[src/rtl/sram_arb_pkg.sv]
// Shared definitions for the SRAM bus arbiter: FSM state and grant encodings.
package sram_arb_pkg;

    typedef enum logic [1:0] {
        IDLE = 2'd0,
        ADDR = 2'd1,
        DATA = 2'd2,
        DONE = 2'd3
    } state_t;

    typedef enum logic {
        GNT_INST = 1'b0,
        GNT_DATA = 1'b1
    } grant_t;

endpackage

[src/rtl/arb_grant_sel.sv]
// Combinational grant pick between instruction fetch and data access.
// With ARB_ROUND_ROBIN_EN defined, a tie goes to the requester not granted last;
// otherwise data always wins over fetch.
module arb_grant_sel
    import sram_arb_pkg::*;
(
    input  logic inst_req,
    input  logic data_req,
`ifdef ARB_ROUND_ROBIN_EN
    input  logic last_grant,
`endif
    output logic valid,
    output logic pick
);

    // Decide who would be granted if the arbiter were idle this cycle
    always_comb begin
        valid = inst_req | data_req;
        pick  = GNT_INST;
`ifdef ARB_ROUND_ROBIN_EN
        if (inst_req && data_req) begin
            pick = (last_grant == GNT_INST) ? GNT_DATA : GNT_INST;
        end else if (data_req) begin
            pick = GNT_DATA;
        end
`else
        if (data_req) begin
            pick = GNT_DATA;
        end
`endif
    end

endmodule

[src/rtl/sram_bus_arbiter.sv]
// Shares one SRAM-like bus between CPU instruction fetch and data access.
// One transaction is outstanding at a time; stalls are combinational.
// Optional feature macro: ARB_ROUND_ROBIN_EN (round-robin tie breaking).
module sram_bus_arbiter
    import sram_arb_pkg::*;
#(
    parameter int ADDR_W = 32,
    parameter int DATA_W = 32
) (
    input  logic                clk,
    input  logic                rst,
    input  logic                inst_req,
    input  logic [ADDR_W-1:0]   inst_addr,
    output logic [DATA_W-1:0]   inst_rdata,
    output logic                inst_stall,
    input  logic                data_req,
    input  logic                data_wr,
    input  logic [DATA_W/8-1:0] data_sel,
    input  logic [ADDR_W-1:0]   data_addr,
    input  logic [DATA_W-1:0]   data_wdata,
    output logic [DATA_W-1:0]   data_rdata,
    output logic                data_stall,
    input  logic                flush,
    output logic                bus_req,
    output logic                bus_wr,
    output logic [DATA_W/8-1:0] bus_wstrb,
    output logic [ADDR_W-1:0]   bus_addr,
    output logic [DATA_W-1:0]   bus_wdata,
    input  logic                bus_addr_ok,
    input  logic                bus_data_ok,
    input  logic [DATA_W-1:0]   bus_rdata
);

    state_t state;
    grant_t grant;
    logic   cancel;
    logic   pick_valid;
    logic   pick;
    logic   cancel_now;
    logic   resp_done;
`ifdef ARB_ROUND_ROBIN_EN
    grant_t last_grant;
`endif

    arb_grant_sel u_grant_sel (
        .inst_req   (inst_req),
        .data_req   (data_req),
`ifdef ARB_ROUND_ROBIN_EN
        .last_grant (last_grant),
`endif
        .valid      (pick_valid),
        .pick       (pick)
    );

    // A flush arriving in the response cycle itself still suppresses the fetch result
    assign cancel_now = cancel | (flush & (grant == GNT_INST));
    assign resp_done  = ((state == ADDR) & bus_addr_ok & bus_data_ok) |
                        ((state == DATA) & bus_data_ok);

    assign inst_stall = inst_req & ~((state == DONE) & (grant == GNT_INST));
    assign data_stall = data_req & ~((state == DONE) & (grant == GNT_DATA));

    // Transaction FSM with registered bus fields and read-data capture
    always_ff @(posedge clk) begin
        if (rst) begin
            state      <= IDLE;
            grant      <= GNT_INST;
            cancel     <= 1'b0;
            bus_req    <= 1'b0;
            bus_wr     <= 1'b0;
            bus_wstrb  <= '0;
            bus_addr   <= '0;
            bus_wdata  <= '0;
            inst_rdata <= '0;
            data_rdata <= '0;
`ifdef ARB_ROUND_ROBIN_EN
            last_grant <= GNT_INST;
`endif
        end else begin
            case (state)
                IDLE: begin
                    cancel <= 1'b0;
                    if (pick_valid) begin
                        grant   <= grant_t'(pick);
                        state   <= ADDR;
                        bus_req <= 1'b1;
`ifdef ARB_ROUND_ROBIN_EN
                        last_grant <= grant_t'(pick);
`endif
                        if (pick == GNT_DATA) begin
                            bus_wr    <= data_wr;
                            bus_wstrb <= data_wr ? data_sel : '0;
                            bus_addr  <= data_addr;
                            bus_wdata <= data_wdata;
                        end else begin
                            bus_wr    <= 1'b0;
                            bus_wstrb <= '0;
                            bus_addr  <= inst_addr;
                            bus_wdata <= '0;
                        end
                    end
                end
                ADDR: begin
                    if (bus_addr_ok) begin
                        bus_req <= 1'b0;
                        state   <= DATA;
                    end
                end
                DATA: begin
                end
                DONE: begin
                    state <= IDLE;
                end
                default: begin
                    state <= IDLE;
                end
            endcase

            if ((state == ADDR || state == DATA) && flush && grant == GNT_INST) begin
                cancel <= 1'b1;
            end

            if (resp_done) begin
                if (grant == GNT_DATA) begin
                    if (!bus_wr) begin
                        data_rdata <= bus_rdata;
                    end
                end else if (!cancel_now) begin
                    inst_rdata <= bus_rdata;
                end
                if (cancel_now) begin
                    state  <= IDLE;
                    cancel <= 1'b0;
                end else begin
                    state <= DONE;
                end
            end
        end
    end

endmodule
[config.mk]
export PLATFORM = sky130hd
export DESIGN_NAME = sram_bus_arbiter
export DESIGN_NICKNAME = d
export VERILOG_FILES = /design/src/rtl/sram_arb_pkg.sv /design/src/rtl/arb_grant_sel.sv /design/src/rtl/sram_bus_arbiter.sv
export SDC_FILE = /design/constraint.sdc
export NUM_CORES = 1
export LEC_CHECK = 0
export ABC_AREA = 1
export BUFFER_PORTS_ARGS = -buffer_cell sky130_fd_sc_hd__buf_2
export CAP_MARGIN = 20
export CORE_AREA = 3 3 118 120
export CTS_CLUSTER_DIAMETER = 80
export CTS_CLUSTER_SIZE = 24
export DETAILED_ROUTE_END_ITERATION = 16
export DIE_AREA = 0 0 121 123
export GPL_ROUTABILITY_DRIVEN = 0
export PLACE_DENSITY = 0.79
export SYNTH_ARGS = -nofsm -noshare
export SYNTH_HDL_FRONTEND = slang
export SYNTH_HIERARCHICAL = 1
export SYNTH_SLANG_ARGS = --single-unit
[constraint.sdc]
create_clock -name clk -period 1.9 [get_ports clk]
set_clock_uncertainty 0.2 [all_clocks]
set_input_delay 0.19 -clock clk [delete_from_list [all_inputs] [get_ports clk]]
set_output_delay 0.19 -clock clk [all_outputs]
set_load 0.01 [all_outputs]
==> results of run 1 <==
## worst paths after layout
kind | cells past startpoint | start | end | slack [ns]
min | 5 | bus_data_ok | state[1] | 0.07
max | 6 | state[0] | bus_addr[13] | -0.41
min reg2reg | 2 | data_rdata[4] | data_rdata[4] | 0.26
max reg2reg | 6 | state[0] | bus_addr[13] | -0.41
## registers in the layout (all words and copies together) (netlist names)
signal and cells:
bus_wdata 32, inst_rdata 32, cancel 1, bus_wr 1, data_rdata 32, grant 1
bus_req 1, bus_wstrb 4, state 2, bus_addr 32
## routing by layer
| metal | GRT usage (%) | wire length, um |
|---|---|---|
| met5 | 0 | 0 |
| met1 | 36.5 | 9830 |
| met2 | 56.4 | 13200 |
| met3 | 10.2 | 3380 |
| met4 | 22.0 | 2530 |
## synthesized netlist by cell type (2+ instances only)
cell type                  count  area [um2]
sky130_fd_sc_hd__a21boi_0      2        15.0
sky130_fd_sc_hd__dfxtp_1     138        2760
sky130_fd_sc_hd__buf_6         6        67.6
sky130_fd_sc_hd__buf_2        30         150
sky130_fd_sc_hd__nand2_1     250         938
sky130_fd_sc_hd__buf_4         3        22.5
sky130_fd_sc_hd__o211ai_1     33         248
sky130_fd_sc_hd__nand4_1      32         200
sky130_fd_sc_hd__buf_1         3        11.3
sky130_fd_sc_hd__ha_1          5        62.6
sky130_fd_sc_hd__nand3_1      73         365
sky130_fd_sc_hd__a21oi_1      70         350
sky130_fd_sc_hd__inv_1       141         529
sky130_fd_sc_hd__clkbuf_1     19        71.3
sky130_fd_sc_hd__nor2_1       41         154
## through the flow
step	std cells	total power [mW]
final	1441	11.0
after global routing	1441	11.4
after CTS	1434	10.3
after detailed placement	1267	6.67
after global placement	1267	6.62
after floorplan	854	5.57
## tightest hold or removal path, stage by stage
cell,delay (ns)
sky130_fd_sc_hd__buf_2,0.13
sky130_fd_sc_hd__nand2_1,0.13
sky130_fd_sc_hd__nand3_1,0.09
sky130_fd_sc_hd__nand2_1,0.06
sky130_fd_sc_hd__nor2_1,0.04
## cell type report
cell class,instances,area (um2),share of cell area [%]
clock inverters,11,145,1.51
flip-flops and latches,138,2760,28.8
diodes,3,7.51,0.0783
clock buffers,21,460,4.80
multi-input cells,512,2410,25.1
well taps,176,220,2.30
inverters,143,541,5.64
repair buffers,437,3040,31.7
## power groups by stage
stage	Sequential, mW	Combinational, mW	Clock (mW)
2_1_floorplan	3.87	1.69	0
3_3_place_gp	3.66	2.95	0
3_5_place_dp	3.67	3.01	0
4_1_cts	3.62	3.24	3.41
5_1_grt	3.75	4.07	3.61
6_report	3.73	3.83	3.44
## logic make-up after synthesis
logic type               synth area share [%]
AND/OR/NAND/NOR                          28.0
buffers and inverters                    14.3
flip-flops                               45.9
AO/OA/AOI/OAI                            10.7
adder cells (fa/ha/maj)                  1.04
## what timing repair did
item	CTS	global route
resized for setup	0	9
hold buffers	135	0
hold endpoints to repair	134	0
setup buffers	0	2
setup endpoints to repair	0	43
==> results.rst, run 1 <==
.. list-table::
   :header-rows: 1

   * - Metric
     - Value
   * - Core Util, Final
     - 73.3%
   * - Most common cell after layout, fill and taps aside
     - sky130_fd_sc_hd__buf_2
   * - Chip width
     - 121 um
   * - Yosys Warn Count
     - 6
   * - Count of endpoints failing hold in the final timing report
     - 0
   * - Post-Syn Area
     - 6010 um2
   * - Routed length per instance
     - 20.1 um
   * - Number of distinct library cells after synthesis
     - 23
   * - Count of buffer and inverter cells on the critical path
     - 3
   * - # DRC
     - 0
   * - Number of levels the H-tree was split into
     - 4
   * - Type of the setup path with the least slack
     - reg2reg
   * - Root buffer cell
     - sky130_fd_sc_hd__clkbuf_16
   * - Antenna-violating nets left
     - 0
   * - Proportion of power drawn by the clock network
     - 31.3%
   * - Row count
     - 42
   * - Initial core utilization
     - 46.0%
   * - Standby leakage power
     - 4.92 nW
   * - Failing checks
     - negative setup slack
   * - Total Routed Length
     - 29,000 um
   * - Max Transition Viols Final
     - 0
   * - Critical Path End Type
     - flop
   * - Net switching power
     - 4.05 mW
   * - Maximum number of pins on one net before global-route repair
     - 70
   * - Total global routing overflow
     - 0
   * - Critical path's largest stage delay
     - 0.65 ns
   * - Cell with the largest stage delay on the worst path
     - sky130_fd_sc_hd__o211ai_1
   * - Total of fill cells in the finished design
     - 841
   * - Detailed-placement wirelength estimate
     - 13,200 um
   * - Area grow syn2layout
     - 59.5%
   * - Detailed router's first-iteration violation count
     - 1,071
   * - FF+latch count, synth
     - 138
   * - Clock buffers created by TritonCTS
     - 17
   * - Number of antenna violations at the first check in global routing
     - 2
   * - Part of the power in combinational logic
     - 34.8%
   * - Number of primary I/O pins
     - 276
   * - Relative slew slack
     - 47.2%
   * - Clock tree from TritonCTS
     - built
   * - Number of synthesized flops with an enable pin
     - 0
   * - Final cycle utilization of the critical path
     - 122%
   * - Pre-CTS setup slack
     - 0.0741 ns
   * - Status
     - finished with violations
   * - IR Drop Worst-Case VDD
     - 0.790 mV
   * - Kind of launch point of the worst setup path
     - flop
   * - Register area share after synthesis
     - 45.9%
   * - Via count of the first global-routing pass
     - 7,566
   * - Number of optimization iterations in the first detailed-route pass
     - 7
   * - Cell-by-cell listing of the critical path
     - inv_1 -> ha_1 -> nand2_2 -> inv_4 -> o211ai_1 -> inv_1
   * - Final worst setup slack
     - -0.412 ns
   * - Number of failing setup endpoints in the final timing report
     - 7
   * - Peak clock frequency supported by timing
     - 433 MHz
   * - Critical path data arrival time
     - 2.34 ns
   * - Placeable core region
     - 13,100 um2
   * - Placed cell area
     - 7520 um2
   * - Maxcap violations
     - 0
   * - CP max FO
     - 14
   * - Global-route wire length before repair
     - 38,900 um
   * - TritonCTS sink count
     - 138
   * - Internal Pwr Total
     - 6.96 mW
   * - Worst-Margin Slew
     - 0.789 ns
   * - Most used flip-flop cell after synthesis
     - sky130_fd_sc_hd__dfxtp_1
   * - Quantity of I/O buffers inserted on ports
     - 275
   * - Worst hold slack
     - 0.0673 ns
   * - Power share of the sequential group
     - 33.9%
   * - Post-route setup TNS
     - -0.545 ns
   * - Top cell family by delay on the critical path
     - compound AO/OA/AOI/OAI gates
   * - Post-route minimum period
     - 2.31 ns
   * - Most numerous cell on the critical path
     - sky130_fd_sc_hd__inv_1
   * - Worst hold path class
     - in2reg
   * - Share of total power consumed by net switching
     - 36.8%
   * - FFs w/ async S/R, synth
     - 0%
   * - Clock-pin slew of the registers on the worst-case setup and hold paths
     - 0.06 ns
   * - Maximum root-to-sink buffer count
     - 2
   * - Most used cells in the layout excluding fill and tap cells
     - sky130_fd_sc_hd__buf_2, sky130_fd_sc_hd__nand2_1, sky130_fd_sc_hd__inv_1, sky130_fd_sc_hd__dfxtp_1, sky130_fd_sc_hd__dlygate4sd3_1
   * - Share of post-route cells with drive strength above 1
     - 27.2%
   * - Power density normalized to cell area
     - 1150 nW/um2
   * - Gate count of the mapped netlist
     - 854
   * - Total via count after detailed routing
     - 7,982
   * - Total global-route track usage
     - 33.5%
   * - Avg Synthesized Cell Area
     - 7.04 um2
   * - Per-cell via count in the routed design
     - 5.54
   * - Net count of the mapped netlist
     - 999
   * - Die height
     - 123 um
   * - Worst-Skew Late Latency
     - 0.42 ns
   * - Die area
     - 14,900 um2
   * - Worst endpoint required time
     - 1.93 ns
   * - Total number of nets in the final design
     - 1,394
   * - Post-route cell area
     - 9590 um2
Note: power is estimated with default switching activity, not from simulation.
==> run 2: changes to the inputs <==
--- a/config.mk
+++ b/config.mk
@@ -5,16 +5,15 @@
 export SDC_FILE = /design/constraint.sdc
 export NUM_CORES = 1
 export LEC_CHECK = 0
-export ABC_AREA = 1
 export BUFFER_PORTS_ARGS = -buffer_cell sky130_fd_sc_hd__buf_2
 export CAP_MARGIN = 20
-export CORE_AREA = 3 3 118 120
+export CORE_AREA = 3 3 114 116
 export CTS_CLUSTER_DIAMETER = 80
 export CTS_CLUSTER_SIZE = 24
 export DETAILED_ROUTE_END_ITERATION = 16
-export DIE_AREA = 0 0 121 123
+export DIE_AREA = 0 0 117 119
 export GPL_ROUTABILITY_DRIVEN = 0
-export PLACE_DENSITY = 0.79
+export PLACE_DENSITY = 0.78
 export SYNTH_ARGS = -nofsm -noshare
 export SYNTH_HDL_FRONTEND = slang
 export SYNTH_HIERARCHICAL = 1
==> run 2 against run 1 <==
The run now ends clean. Critical endpoint is now data_rdata[3]. Critical path depth grew 2. Via count decreased by 23%. Highest routed layer unchanged. Largest power group is now sequential cells. Sequential share of layout area up 2.0 points. Die area fell by 6.5%. Routed wire length fell by 32%. Synthesized cell count is 26% lower. Sequential power decreased by 2%. Maximum frequency grew 25%. Worst hold slack improved by 0.044 ns. Clock power barely moved.
==> results.rst, run 2 <==
.. list-table::
   :header-rows: 1

   * - Metric
     - Value
   * - Total Routed Length
     - 19,800 um
   * - Die area
     - 13,900 um2
   * - Number of synthesized flops with an enable pin
     - 0
   * - Detailed router's first-iteration violation count
     - 411
   * - Post-Syn Area
     - 5370 um2
   * - Crit Reg-Reg Startpoint
     - state[1]
   * - Number of distinct library cells after synthesis
     - 32
   * - CP max FO
     - 8
   * - Fraction of synthesized cell area taken by the top area cell type
     - 51.4%
   * - Gate count of the mapped netlist
     - 628
   * - Routed length per instance
     - 16.7 um
   * - Total global routing overflow
     - 0
   * - Worst endpoint required time
     - 2.04 ns
   * - Total number of nets in the final design
     - 1,166
   * - Max Transition Viols Final
     - 0
   * - Source of the worst hold timing path
     - flush
   * - Number of levels the H-tree was split into
     - 4
   * - Worst-Margin Slew
     - 0.445 ns
   * - Register area share after synthesis
     - 51.4%
   * - # DRC
     - 0
   * - Root buffer cell
     - sky130_fd_sc_hd__clkbuf_16
   * - Core Util, Final
     - 74.7%
   * - Pre-CTS setup slack
     - 0.0893 ns
   * - Type of the setup path with the least slack
     - reg2reg
   * - Per-cell via count in the routed design
     - 5.19
   * - Number of optimization iterations in the first detailed-route pass
     - 5
   * - Critical Path End Type
     - flop
   * - Cell count of the worst reg-to-reg path
     - 8
   * - Hold endpoint
     - state[0]
   * - Quantity of I/O buffers inserted on ports
     - 275
   * - Ranking of synthesized cells by instance count
     - sky130_fd_sc_hd__nand2_1, sky130_fd_sc_hd__dfxtp_1, sky130_fd_sc_hd__a21oi_1
   * - Maximum root-to-sink buffer count
     - 2
   * - Chip width
     - 117 um
   * - Total global-route track usage
     - 26.6%
   * - Yosys Warn Count
     - 6
   * - Net count of the mapped netlist
     - 773
   * - Placed cell area
     - 6880 um2
   * - Total via count after detailed routing
     - 6,134
   * - FF+latch count, synth
     - 138
   * - Post-route setup TNS
     - 0 ns
   * - Power density normalized to cell area
     - 1150 nW/um2
   * - Leading cell types by total area after synthesis
     - sky130_fd_sc_hd__dfxtp_1, sky130_fd_sc_hd__nand2_1, sky130_fd_sc_hd__a21oi_1
   * - Standby leakage power
     - 4.10 nW
   * - Clock-pin slew of the registers on the worst-case setup and hold paths
     - 0.05 ns
   * - Die height
     - 119 um
   * - Most common cell after layout, fill and taps aside
     - sky130_fd_sc_hd__buf_2
   * - IR Drop Worst-Case VDD
     - 0.781 mV
   * - Via count of the first global-routing pass
     - 6,110
   * - Clock tree from TritonCTS
     - built
   * - TritonCTS sink count
     - 138
   * - Number of failing setup endpoints in the final timing report
     - 0
   * - Row count
     - 40
   * - Hold-critical path depth
     - 5
   * - Relative slew slack
     - 70.4%
   * - Avg Synthesized Cell Area
     - 8.56 um2
   * - Count of endpoints failing hold in the final timing report
     - 0
   * - Maximum number of pins on one net before global-route repair
     - 68
   * - Most instantiated library cell after synthesis
     - sky130_fd_sc_hd__nand2_1
   * - Largest area contributor in the netlist
     - sky130_fd_sc_hd__dfxtp_1
   * - Post-route minimum period
     - 1.85 ns
   * - Number of primary I/O pins
     - 276
   * - Most used flip-flop cell after synthesis
     - sky130_fd_sc_hd__dfxtp_1
   * - Global-route wire length before repair
     - 29,200 um
   * - Share of post-route cells with drive strength above 1
     - 33.1%
   * - Most used cells in the layout excluding fill and tap cells
     - sky130_fd_sc_hd__buf_2, sky130_fd_sc_hd__nand2_1, sky130_fd_sc_hd__dfxtp_1, sky130_fd_sc_hd__dlygate4sd3_1, sky130_fd_sc_hd__a21oi_1
   * - Total of fill cells in the finished design
     - 780
   * - Post-route cell area
     - 8980 um2
   * - Worst hold path class
     - in2reg
   * - Clock buffers created by TritonCTS
     - 17
   * - Number of antenna violations at the first check in global routing
     - 0
   * - Peak clock frequency supported by timing
     - 539 MHz
   * - Status
     - completed
   * - Setup repair after global routing missed its margin
     - yes
   * - Area grow syn2layout
     - 67.1%
   * - Worst-Skew Late Latency
     - 0.41 ns
   * - Maxcap violations
     - 0
   * - Detailed-placement wirelength estimate
     - 10,700 um
   * - FFs w/ async S/R, synth
     - 0%
   * - Final total power
     - 10.3 mW
   * - Final cycle utilization of the critical path
     - 97.6%
   * - Reg-to-reg slack, setup
     - 0.05 ns
   * - Placeable core region
     - 12,000 um2
   * - Kind of launch point of the worst setup path
     - flop
   * - Critical path data arrival time
     - 1.99 ns
   * - Antenna-violating nets left
     - 0
   * - Initial core utilization
     - 44.7%
   * - Reg-to-Reg End
     - data_rdata[3]
   * - Final worst setup slack
     - 0.0455 ns
[run 2: cell types whose count changed after synthesis, moves of 3 or more]
cell                       before  now
sky130_fd_sc_hd__inv_1        141    3
sky130_fd_sc_hd__o211ai_1      33    0
sky130_fd_sc_hd__buf_2         30   22
sky130_fd_sc_hd__mux2i_1        0   33
sky130_fd_sc_hd__nand2_1      250  166
sky130_fd_sc_hd__a22oi_1        0    4
sky130_fd_sc_hd__buf_1          3    0
sky130_fd_sc_hd__nand4_1       32    0
sky130_fd_sc_hd__a21oi_2        0   11
sky130_fd_sc_hd__a211oi_1       0   33
sky130_fd_sc_hd__nand3_1       73   33
sky130_fd_sc_hd__a21oi_1       70   89
[run 2: power by group]
| group | internal (mW) | switching [mW] | total [mW] | leakage, nW |
|---|---|---|---|---|
| Sequential | 3.37 | 0.273 | 3.65 | 1.13 |
| Clock | 2.21 | 1.23 | 3.44 | 0.296 |
| Combinational | 1.40 | 1.80 | 3.20 | 2.68 |
[run 2: worst max-delay path by stage]
| stage | start | end | slack, ns |
|---|---|---|---|
| after global placement | state[0] | state[1] | 0.16 |
| after floorplan | state[1] | data_rdata[3] | 0.14 |
| after CTS | state[0] | inst_stall | 0.06 |
| final | state[1] | data_rdata[3] | 0.05 |
| after global routing | state[1] | data_rdata[29] | -0.02 |
| after detailed placement | state[0] | state[1] | 0.09 |
[run 2: kinds of logic (layout without fill, tap and decap cells)]
logic type                 count (synthesis)  after routing  share of synthesized area (%)
AOI/OAI and AO/OA                        144            144                           16.3
muxes                                     33             33                           6.15
buffers and inverters                     56            462                           5.75
other                                      0              2                              0
adders and majority gates                  5              5                           1.16
and+or+nand+nor                          252            252                           19.2
DFF                                      138            138                           51.4
[run 2: stage by stage]
| stage | hold WS, ns | std cells |
|---|---|---|
| after floorplan | 0.0866 | 628 |
| after global placement | 0.229 | 1009 |
| after detailed placement | 0.235 | 1009 |
| after CTS | 0.0854 | 1176 |
| after global routing | 0.112 | 1181 |
| final | 0.111 | 1183 |
[run 2: worst max-delay path, stage by stage (launching register included)]
cell and delay (ns):
sky130_fd_sc_hd__dfxtp_2 0.34, sky130_fd_sc_hd__inv_1 0.08, sky130_fd_sc_hd__ha_2 0.20, sky130_fd_sc_hd__a21o_4 0.24
sky130_fd_sc_hd__nand4b_1 0.20, sky130_fd_sc_hd__buf_6 0.16, sky130_fd_sc_hd__clkbuf_16 0.15, sky130_fd_sc_hd__nand2_1 0.06
sky130_fd_sc_hd__a21oi_2 0.15
[run 2: final cells by class]
class | count | area, um2 | share of cell area, %
Timing Repair Buffer | 427 | 3080 | 34.3
Sequential cell | 138 | 2770 | 30.8
Multi-Input combinational cell | 434 | 2310 | 25.8
Clock buffer | 23 | 488 | 5.44
Tap cell | 147 | 184 | 2.05
Clock inverter | 9 | 135 | 1.51
Inverter | 3 | 11.3 | 0.125
Antenna cell | 2 | 5.00 | 0.0557
[run 2: per-layer routing]
| metal | up-vias | global-route usage (%) | wire (um) |
|---|---|---|---|
| li1 | 2915 | - | - |
| met1 | 2847 | 28.2 | 7240 |
| met2 | 307 | 46.6 | 10100 |
| met3 | 65 | 8.84 | 1690 |
| met4 | 0 | 12.4 | 743 |
| met5 | - | 0 | 0 |
[run 2: what timing repair did]
item                                    4_1_cts  5_1_grt
resized for setup                             0        7
endpoints found under the setup margin        0       32
hold buffers                                135        0
endpoints found under the hold margin       136        0
buffers inserted                              0        1
==> run 3: changes to the inputs <==
--- a/config.mk
+++ b/config.mk
@@ -16,5 +16,4 @@
 export PLACE_DENSITY = 0.78
 export SYNTH_ARGS = -nofsm -noshare
 export SYNTH_HDL_FRONTEND = slang
-export SYNTH_HIERARCHICAL = 1
 export SYNTH_SLANG_ARGS = --single-unit
==> run 3 against run 2 <==
Via count increased by 2.7%. Critical path depth down 1. Maximum frequency rose by 1.5%. Count of clock-buffer cells in the layout is the same. Synthesized cell count rose by 0.32%. First-iteration DRC count increased by 28%.
==> results.rst, run 3 <==
.. list-table::
   :header-rows: 1

   * - Metric
     - Value
   * - Most used flip-flop cell after synthesis
     - sky130_fd_sc_hd__dfxtp_1
   * - Placeable core region
     - 12,000 um2
   * - Cell-by-cell listing of the critical path
     - inv_1 -> buf_4 -> ha_1 -> buf_4 -> buf_4 -> nand3_1 -> a21oi_1
   * - Total global routing overflow
     - 0
   * - Critical path's largest stage delay
     - 0.32 ns
   * - Placed cell area
     - 6990 um2
   * - Relative slew slack
     - 77.5%
   * - CP max FO
     - 18
   * - Register area share after synthesis
     - 51.4%
   * - Most used cells in the layout excluding fill and tap cells
     - sky130_fd_sc_hd__buf_2, sky130_fd_sc_hd__dfxtp_1, sky130_fd_sc_hd__nand2_1, sky130_fd_sc_hd__dlygate4sd3_1, sky130_fd_sc_hd__a21oi_1
   * - Worst hold path class
     - in2reg
   * - Initial core utilization
     - 44.8%
   * - Per-cell via count in the routed design
     - 5.28
   * - Row count
     - 40
   * - Clock buffers created by TritonCTS
     - 17
   * - Worst-Skew Late Latency
     - 0.41 ns
   * - Total of fill cells in the finished design
     - 757
   * - Register Area
     - 2760 um2
   * - Peak clock frequency supported by timing
     - 547 MHz
   * - Total Routed Length
     - 20,700 um
   * - Setup repair after global routing missed its margin
     - yes
   * - IR Drop Worst-Case VDD
     - 0.610 mV
   * - Critical path data arrival time
     - 1.96 ns
   * - Power density normalized to cell area
     - 1160 nW/um2
   * - Max Transition Viols Final
     - 0
   * - Maximum root-to-sink buffer count
     - 2
   * - Most numerous cell on the critical path
     - sky130_fd_sc_hd__buf_4
   * - Avg Synthesized Cell Area
     - 8.54 um2
   * - Area grow syn2layout
     - 69.1%
   * - Number of levels the H-tree was split into
     - 4
   * - Clock tree from TritonCTS
     - built
   * - Chip width
     - 117 um
   * - Footprint of the multi-input gates
     - 2420 um2
   * - Number of antenna violations at the first check in global routing
     - 0
   * - Ranking of synthesized cells by instance count
     - sky130_fd_sc_hd__dfxtp_1, sky130_fd_sc_hd__nand2_1, sky130_fd_sc_hd__a21oi_1
   * - Top cell family by delay on the critical path
     - buffers and inverters
   * - # DRC
     - 0
   * - Total global-route track usage
     - 27.8%
   * - Status
     - completed
   * - Number of distinct library cells after synthesis
     - 31
   * - Yosys Warn Count
     - 0
   * - Number of synthesized flops with an enable pin
     - 0
   * - Post-route cell area
     - 9100 um2
   * - Die height
     - 119 um
   * - Total via count after detailed routing
     - 6,298
   * - Worst endpoint required time
     - 2.03 ns
   * - Most instantiated library cell after synthesis
     - sky130_fd_sc_hd__dfxtp_1
   * - Total number of nets in the final design
     - 1,178
   * - Global-route wire length before repair
     - 30,600 um
   * - Post-Syn Area
     - 5380 um2
   * - Net count of the mapped netlist
     - 775
   * - Largest area contributor in the netlist
     - sky130_fd_sc_hd__dfxtp_1
   * - Most common cell after layout, fill and taps aside
     - sky130_fd_sc_hd__buf_2
   * - Standby leakage power
     - 4.17 nW
   * - # diodes
     - 0
   * - Routed length per instance
     - 17.4 um
   * - Worst-Margin Slew
     - 0.334 ns
   * - Final cycle utilization of the critical path
     - 96.2%
   * - FF+latch count, synth
     - 138
   * - TritonCTS sink count
     - 138
   * - Worst hold slack
     - 0.0367 ns
   * - Clock-pin slew of the registers on the worst-case setup and hold paths
     - 0.06 ns
   * - Maximum number of pins on one net before global-route repair
     - 66
   * - Cell with the largest stage delay on the worst path
     - sky130_fd_sc_hd__dfxtp_1
   * - Fraction of synthesized cell area taken by the top area cell type
     - 51.4%
   * - Quantity of I/O buffers inserted on ports
     - 275
   * - Via count of the first global-routing pass
     - 6,153
   * - Kind of launch point of the worst setup path
     - flop
   * - Type of the setup path with the least slack
     - reg2reg
   * - Detailed-placement wirelength estimate
     - 11,100 um
   * - Share of post-route cells with drive strength above 1
     - 36.4%
   * - Die area
     - 13,900 um2
   * - Gate count of the mapped netlist
     - 630
   * - Number of failing setup endpoints in the final timing report
     - 0
   * - Maxcap violations
     - 0
   * - Leading cell types by total area after synthesis
     - sky130_fd_sc_hd__dfxtp_1, sky130_fd_sc_hd__nand2_1, sky130_fd_sc_hd__a21oi_1
   * - Critical Path End Type
     - flop
   * - Post-route minimum period
     - 1.83 ns
   * - Number of primary I/O pins
     - 276
   * - Root buffer cell
     - sky130_fd_sc_hd__clkbuf_16
   * - Count of buffer and inverter cells on the critical path
     - 4
   * - FFs w/ async S/R, synth
     - 0%
   * - Antenna-violating nets left
     - 0
   * - Number of optimization iterations in the first detailed-route pass
     - 5
   * - Count of endpoints failing hold in the final timing report
     - 0
   * - Detailed router's first-iteration violation count
     - 525
==> run 3: cell types whose count changed in the layout (fill, tap and decap cells not counted), moves of 3 or more <==
cell                       before  now
sky130_fd_sc_hd__a21oi_1       89   93
sky130_fd_sc_hd__a211oi_1      33   30
sky130_fd_sc_hd__nand2_1      166  136
sky130_fd_sc_hd__nand2_2        0   30
sky130_fd_sc_hd__buf_4          1   12
==> run 3: tightest hold or removal path: stages <==
cell and delay (ns):
sky130_fd_sc_hd__buf_2 0.08, sky130_fd_sc_hd__and3_4 0.22, sky130_fd_sc_hd__a21oi_1 0.05, sky130_fd_sc_hd__nor2_1 0.07
==> run 3: cells by family (layout without fill, tap and decap cells) <==
group                      after synthesis  in the layout  synth area share [%]
adders and majority gates                5              5                  1.16
buffers and inverters                   57            473                  4.86
and+or+nand+nor                        250            250                  20.2
DFF                                    138            138                  51.4
AOI/OAI and AO/OA                      146            146                  16.1
muxes                                   34             34                  6.33
==> run 3: timing repair <==
item / CTS / global route
setup endpoints to repair: 32 / 52
hold buffers: 135 / 0
cloned: 1 / 4
pin swaps: 0 / 1
endpoints found under the hold margin: 137 / 0
buffers inserted: 0 / 0
gates resized for setup: 1 / 15
==> run 3: layout make-up <==
type	instances	area share [%]
Sequential cell	138	30.4
Multi-Input combinational cell	435	26.6
Inverter	5	0.206
Tap cell	147	2.02
Timing Repair Buffer	436	34.4
Clock inverter	9	1.24
Clock buffer	23	5.14
==> run 3: power by group <==
part	switching (mW)	internal (mW)
Clock	1.23	2.01
Sequential	0.283	3.40
Combinational	2.07	1.58
Total	3.59	6.99
==> run 3: stage by stage <==
step	total power [mW]	utilization (%)	setup slack, ns	TNS (ns)	instances
after floorplan	5.44	-	0.0470	0	630
after global placement	6.62	58.2	0.0298	0	1021
after detailed placement	6.69	58.2	-0.0312	-0.648	1021
after CTS	10.2	74.6	0.0218	0	1189
after global routing	11.1	75.7	-0.0170	-0.0508	1193
final	10.6	75.7	0.0725	0	1193
==> run 3: path summary, 6_finish.rpt <==
| kind | slack [ns] | from | depth (start not counted) | end |
|---|---|---|---|---|
| setup / recovery | 0.07 | state[1] | 7 | bus_wdata[31] |
| hold / removal | 0.04 | data_wr | 4 | bus_wr |
| setup reg to reg | 0.07 | state[1] | 7 | bus_wdata[31] |
| hold reg to reg | 0.25 | bus_wdata[27] | 2 | bus_wdata[27] |
==> run 3: layer usage <==
metal  GRT usage [%]  vias to the layer above  share of wire, %
li1                -                     2937                 -
met1            29.8                     2920                37
met2            49.1                      372                51
met3            7.67                       69               8.4
met4            14.1                        0               3.9
met5               0                        -                 0
